## src/rtl/ssb_pkg.sv

```systemverilog
// Shared types, sizes and the saturating extraction helper for the SSB modulator.
package ssb_pkg;

    localparam int W     = 24;
    localparam int M     = 16;
    localparam int TAPS  = 51;
    localparam int ACC_W = 46;
    localparam int O     = 38;
    localparam int DELAY = (TAPS - 1) / 2;
    localparam int PTR_W = $clog2(TAPS);
    localparam int P_W   = W + M;

    typedef enum logic [1:0] {
        IDLE,
        MAC,
        DRAIN,
        OUT
    } state_t;

    function automatic logic [W-1:0] sat_w(input logic [ACC_W-1:0] acc);
        logic [ACC_W-O-1:0] hi;
        hi = acc[ACC_W-1:O];
        if (hi == '0 || hi == '1) begin
            return acc[O:O-W+1];
        end
        if (acc[ACC_W-1]) begin
            return {1'b1, {(W-1){1'b0}}};
        end
        return {1'b0, {(W-1){1'b1}}};
    endfunction

endpackage

```

## src/rtl/ssb_sample_ring.sv

```systemverilog
// Circular Q history with one write port and a registered read port.
// Reads are addressed as an offset behind the write pointer, wrapped mod TAPS.
module ssb_sample_ring
    import ssb_pkg::*;
(
    input  logic             clk,
    input  logic             reset_n,
    input  logic             wr_en,
    input  logic [W-1:0]     wr_data,
    input  logic             adv,
    input  logic [PTR_W-1:0] rd_off,
    output logic [W-1:0]     rd_data
);

    logic [W-1:0]     mem_q [TAPS];
    logic [PTR_W-1:0] wr_ptr_q;
    logic [PTR_W-1:0] wr_ptr_d;
    logic [PTR_W-1:0] rd_addr;
    logic [W-1:0]     rd_data_q;

    always_comb begin
        wr_ptr_d = wr_ptr_q;
        if (adv) begin
            wr_ptr_d = (wr_ptr_q == PTR_W'(TAPS - 1)) ? '0 : wr_ptr_q + 1'b1;
        end
        // TAPS is not a power of two, so the wrap is explicit
        if (wr_ptr_q >= rd_off) begin
            rd_addr = wr_ptr_q - rd_off;
        end else begin
            rd_addr = wr_ptr_q + PTR_W'(TAPS) - rd_off;
        end
    end

    always_ff @(posedge clk or negedge reset_n) begin
        if (!reset_n) begin
            for (int i = 0; i < TAPS; i++) begin
                mem_q[i] <= '0;
            end
            wr_ptr_q  <= '0;
            rd_data_q <= '0;
        end else begin
            if (wr_en) begin
                mem_q[wr_ptr_q] <= wr_data;
            end
            wr_ptr_q  <= wr_ptr_d;
            rd_data_q <= mem_q[rd_addr];
        end
    end

    assign rd_data = rd_data_q;

endmodule

```

## src/rtl/ssb_mac_scheduler.sv

```systemverilog
// SSB modulator sequencer: one shared MAC runs the Hilbert FIR on Q,
// then combines it with the delayed I sample into an LSB/USB output.
module ssb_mac_scheduler
    import ssb_pkg::*;
(
    input  logic         clk,
    input  logic         reset_n,
    input  logic         next_lrclk_fall,
    input  logic [W-1:0] i_in,
    input  logic [W-1:0] q_in,
    input  logic         usb,
    output logic [7:0]   coef_addr,
    input  logic [M-1:0] coef_data,
    output logic [W-1:0] ssb_out,
    output logic         ssb_valid,
    output logic         busy,
    output logic         overrun
);

    state_t           state_q, state_d;
    logic [7:0]       coef_addr_q, coef_addr_d;
    logic             usb_q, usb_d;
    logic [ACC_W-1:0] acc_q, acc_d;
    logic [P_W-1:0]   prod_q, prod_d;
    logic             v1_q, v1_d;
    logic             v2_q, v2_d;
    logic [W-1:0]     dl_q [DELAY+1];
    logic [W-1:0]     dl_d [DELAY+1];
    logic [W-1:0]     out_q, out_d;
    logic             valid_q, valid_d;
    logic             busy_q, busy_d;
    logic             ovr_q, ovr_d;
    logic [W-1:0]     q_rd;
    logic [W-1:0]     hq;
    logic [W-1:0]     di;
    logic             accept;

    assign accept = (state_q == IDLE) && next_lrclk_fall;
    assign di     = dl_q[DELAY];

    ssb_sample_ring u_q_ring (
        .clk     (clk),
        .reset_n (reset_n),
        .wr_en   (accept),
        .wr_data (q_in),
        .adv     (state_q == OUT),
        .rd_off  (coef_addr_q[PTR_W-1:0]),
        .rd_data (q_rd)
    );

    always_comb begin
        state_d     = state_q;
        coef_addr_d = coef_addr_q;
        usb_d       = usb_q;
        acc_d       = acc_q;
        prod_d      = prod_q;
        dl_d        = dl_q;
        out_d       = out_q;
        v1_d        = (state_q == MAC);
        v2_d        = v1_q;
        ovr_d       = ovr_q | (next_lrclk_fall && state_q != IDLE);

        // ROM/ring read -> product register -> accumulate
        if (v1_q) begin
            prod_d = $signed(coef_data) * $signed(q_rd);
        end
        if (v2_q) begin
            acc_d = acc_q + {{(ACC_W-P_W){prod_q[P_W-1]}}, prod_q};
        end
        hq = sat_w(acc_d);

        unique case (state_q)
            IDLE: begin
                if (next_lrclk_fall) begin
                    state_d     = MAC;
                    coef_addr_d = '0;
                    usb_d       = usb;
                    acc_d       = '0;
                    dl_d[0]     = i_in;
                    for (int i = 1; i <= DELAY; i++) begin
                        dl_d[i] = dl_q[i-1];
                    end
                end
            end
            MAC: begin
                if (coef_addr_q == 8'(TAPS - 1)) begin
                    state_d = DRAIN;
                end else begin
                    coef_addr_d = coef_addr_q + 8'd1;
                end
            end
            DRAIN: begin
                // second drain cycle: the final product lands in acc_d now
                if (!v1_q) begin
                    state_d = OUT;
                    if (usb_q) begin
                        out_d = W'(({di[W-1], di} - {hq[W-1], hq}) >> 1);
                    end else begin
                        out_d = W'(({di[W-1], di} + {hq[W-1], hq}) >> 1);
                    end
                end
            end
            OUT: begin
                state_d = IDLE;
            end
            default: begin
                state_d = IDLE;
            end
        endcase

        valid_d = (state_d == OUT);
        busy_d  = (state_d != IDLE);
    end

    always_ff @(posedge clk or negedge reset_n) begin
        if (!reset_n) begin
            state_q     <= IDLE;
            coef_addr_q <= '0;
            usb_q       <= 1'b0;
            acc_q       <= '0;
            prod_q      <= '0;
            v1_q        <= 1'b0;
            v2_q        <= 1'b0;
            for (int i = 0; i <= DELAY; i++) begin
                dl_q[i] <= '0;
            end
            out_q       <= '0;
            valid_q     <= 1'b0;
            busy_q      <= 1'b0;
            ovr_q       <= 1'b0;
        end else begin
            state_q     <= state_d;
            coef_addr_q <= coef_addr_d;
            usb_q       <= usb_d;
            acc_q       <= acc_d;
            prod_q      <= prod_d;
            v1_q        <= v1_d;
            v2_q        <= v2_d;
            dl_q        <= dl_d;
            out_q       <= out_d;
            valid_q     <= valid_d;
            busy_q      <= busy_d;
            ovr_q       <= ovr_d;
        end
    end

    assign coef_addr = coef_addr_q;
    assign ssb_out   = out_q;
    assign ssb_valid = valid_q;
    assign busy      = busy_q;
    assign overrun   = ovr_q;

endmodule

```

## config.mk

```make
export PLATFORM = sky130hd
export DESIGN_NAME = ssb_mac_scheduler
export DESIGN_NICKNAME = d
export VERILOG_FILES = /design/src/rtl/ssb_pkg.sv /design/src/rtl/ssb_sample_ring.sv /design/src/rtl/ssb_mac_scheduler.sv
export SDC_FILE = /design/constraint.sdc
export NUM_CORES = 2
export LEC_CHECK = 0
export BUFFER_PORTS_ARGS = -buffer_cell sky130_fd_sc_hd__buf_2
export CORE_AREA = 2 2 288 575
export CTS_CLUSTER_DIAMETER = 40
export DETAILED_ROUTE_END_ITERATION = 6
export DIE_AREA = 0 0 290 577
export PLACE_DENSITY_LB_ADDON = 0.12
export SETUP_SLACK_MARGIN = 0.1
export SLEW_MARGIN = 10
export SYNTH_ARGS = -nofsm -noshare
export SYNTH_HDL_FRONTEND = slang
export SYNTH_SLANG_ARGS = --single-unit
```

## constraint.sdc

```tcl
create_clock -name clk -period 8.5 [get_ports clk]
set_clock_uncertainty 0.1 [all_clocks]
set_input_delay 1.7 -clock clk [delete_from_list [all_inputs] [get_ports clk]]
set_output_delay 1.7 -clock clk [all_outputs]
set_load 0.005 [all_outputs]
```

==> results.md <==
- I/O pins: 103
- Via count: 66695
- Routability Congestion: 0.923
- Placed cell count: 10844
- Fill count: 11990
- H-tree lvl count: 4
- Largest net degree at the start of global routing: 245
- R2r startpoint: u_q_ring.rd_data[7]$_DFF_PN0_
- Post-CTS Hold Fix Bufs: 0
- CP required: 9.00 ns
- WHS Path Cells: 2
- Ys flop type: dfrtp_1
- Initial core utilization: 63.5%
- Clock Power Share: 39.9%
- Max Freq: 123 MHz
- Worst skew pair latency: 0.82 ns
- Status: finished, final reports clean
- Chip width: 290 um
- Antenna violations before repair: 3
- Worst setup EP type: flip-flop
- Min Tclk post-route: 8.14 ns
- Post-route ant nets: 0
- FF-to-FF setup slack: 0.41 ns
- Nets: 9543
- Pint: 15.4 mW
- WS Path Type: input port to flip-flop
- Dpl hpwl: 174000 um
- Sequential share of the synthesized area: 48.4%
- Switching pwr: 5.73 mW
- RSZ-0062 raised after global routing: true
- Post-synth EDFFs: 0
- Post-Synthesis Cells: 9020
- Register share of total power: 46.0%
- Yosys top cell area share: 48.4%
- Final Instance Area: 113000 sq um
- Distinct cells, synth: 97
- Post-Syn Nets: 9652
- DIE AREA: 167000 sq um
- DR pass1 iterations: 6
- Synth top cells by count: 2325 x nand2_1, 2004 x dfrtp_1, 1288 x mux2_2, 516 x clkbuf_1, 428 x inv_1
- Fin cells: 11171
- CP startpoint kind: input port
- Worst slack, placed: -0.338 ns
- Vias per cell: 5.97
- Sink Count: 2004
- Longest Clk Path Bufs: 4
- Syn. warnings: 0
- Die Span Y: 577 um
- Post-detailed-route DRC marker count: 0
- Worst relative slew slack: 22.1%
- Hold Path Class: flip-flop to flip-flop
- GR Util All Layers: 31.0%
- Setup tns final: 0 ns
- FFs w/ async S/R, synth: 100%
- CTS tree: yes
- Area delta synth->final: 8.69%
- Hold_sp: dl_q[50]$_DFFE_PN0P_
- Leakage: 57.3 nW
- Sw Ratio: 27.2%
- Mapped cell area: 104000 sq um
- Clock Root Buffer: clkbuf_16
- Num CTS Buffers: 184
- Vias in the first global route: 71784
- Critical Path Source: coef_data[1]
- Global-route wire length before repair: 405000 um
- Synth area leaders: dfrtp_1 48%, mux2_2 14%, nand2_1 8.4%
- Worst Path Max Fanout: 12
- Maximum capacitance violations: 0
- Max-slew violations: 0
- Fin. Hold Viols: 0
- Most common cell in the synthesized netlist: nand2_1
- Wirelength per Cell: 22.7 um
- Worst Path Arrival: 8.64 ns
- Power per Cell Area: 187 nW/um^2
- Share of layout cells above drive strength 1: 25.3%
- Syn_area_per_cell: 11.5 sq um
- Grt ovf: 0
- 1st-iter DRT viols: 4028
- Path depth of the worst reg2reg path: 27
- Critical Path End: prod_q[39]$_DFFE_PN0P_
- Endpoints failing setup: 0
- Row count: 210
- Core area: 163000 sq um
- Clk pin slew, worst setup/hold paths: 0.07 ns
- Synth area leader: dfrtp_1
- Yosys reg bits: 2004
- Worst r2r dst: prod_q[39]$_DFFE_PN0P_
- Final worst slack: 0.355 ns
- WL final: 253000 um
- Maximum VDD drop: 195 uV
- Final period utilization: 95.8%
- Worst slew pin tran: 1.16 ns
- Area after DPL: 107000 sq um
- IO buf count: 102
- Comb pwr share: 14.1%
## registers in the layout, indices dropped and copies added, names as in the netlist, 2 cells and up
signal and cells:
u_q_ring.mem_q 1224, dl_q 600, acc_q 46, prod_q 40, di 24, ssb_out 24, u_q_ring.rd_data 24, coef_addr 8
u_q_ring.wr_ptr_q 6, state_q 2
## cell families after synthesis
kind of cell	count (synthesis)	synth area share, %
AOI/OAI and AO/OA	682	4.28
xor gates and xnor gates	118	0.997
adders and majority gates	564	9.56
buffers and inverters	1032	3.80
DFF	2004	48.4
muxes	1682	21.3
and+or+nand+nor	2938	11.7
## routing by layer
| layer | share of wire, % | global-route usage (%) | up-vias |
|---|---|---|---|
| met2 | 53 | 56.6 | 1479 |
| met4 | 6.7 | 18.3 | 4 |
| li1 | - | - | 29902 |
| met1 | 36 | 34.9 | 34595 |
| met3 | 3.7 | 3.87 | 715 |
| met5 | 0.010 | 0 | - |
## worst max-delay path, cell delays in order
cell	delay [ns]
clkbuf_4	0.20
buf_4	0.20
nand2_1	0.09
fa_2	0.67
inv_1	0.08
fa_1	0.57
fa_1	0.45
fa_1	0.56
inv_1	0.08
fa_1	0.50
inv_1	0.05
fa_1	0.44
ha_1	0.35
a21o_1	0.20
a21oi_1	0.17
a21o_1	0.19
a31oi_2	0.13
o211ai_1	0.36
a2111oi_2	0.13
buf_4	0.16
nor3_1	0.25
nor4b_1	0.09
o21a_1	0.19
a311o_1	0.38
a31oi_1	0.20
xnor2_1	0.15
a21oi_1	0.08
## area by class of cell
class	instances	area, sq um	area share, %
Antenna cell	1	2.50	0.00222
Clock buffer	254	5310	4.72
Clock inverter	71	757	0.672
Inverter	432	1620	1.44
Multi-Input combinational cell	5984	49900	44.3
Sequential cell	2004	50200	44.5
Tap cell	2120	2650	2.35
Timing Repair Buffer	305	2310	2.05
## placed cells by master (no fill, tap or decap), types with 103 or more instances in the layout
cell type,count
nand2_1,2288
dfrtp_1,2002
mux2_2,1287
inv_1,428
fa_1,379
mux4_2,288
a21oi_1,242
clkbuf_16,188
ha_1,184
buf_4,183
nor2_1,163
and2_1,149
o21ai_0,118
mux2i_1,103
## worst min path at each step
| stage | slack (ns) | to |
|---|---|---|
| detailed placement | 0.35 | di[20]$_DFFE_PN0P_ |
| global placement | 0.35 | overrun$_DFF_PN0_ |
| finish | 0.34 | dl_q[26]$_DFFE_PN0P_ |
| CTS | 0.33 | dl_q[218]$_DFFE_PN0P_ |
| floorplan | 0.27 | v2_q$_DFF_PN0_ |
| global route | 0.36 | dl_q[218]$_DFFE_PN0P_ |
## power by group through the flow
stage / logic, mW / clock network, mW / registers (mW)
2_1_floorplan: 1.91 / 0 / 9.85
3_3_place_gp: 2.87 / 0 / 9.89
3_5_place_dp: 2.92 / 0 / 9.89
4_1_cts: 2.94 / 8.58 / 9.71
5_1_grt: 3.25 / 8.94 / 9.71
6_report: 2.97 / 8.41 / 9.71
## metrics by stage
| stage | total power, mW | utilization [%] | hold WS, ns |
|---|---|---|---|
| after detailed placement | 12.8 | 65.3 | 0.349 |
| final | 21.1 | 69.0 | 0.342 |
| after CTS | 21.2 | 69.0 | 0.332 |
| after floorplan | 11.8 | - | 0.265 |
| after global routing | 21.9 | 69.0 | 0.359 |
| after global placement | 12.8 | 65.3 | 0.347 |
## repair_timing
action | in CTS | in global routing
setup buffers | 0 | 1
setup endpoints to repair | 0 | 5
resized for setup | 0 | 12
No activity file was read; power rests on OpenSTA's default activity.
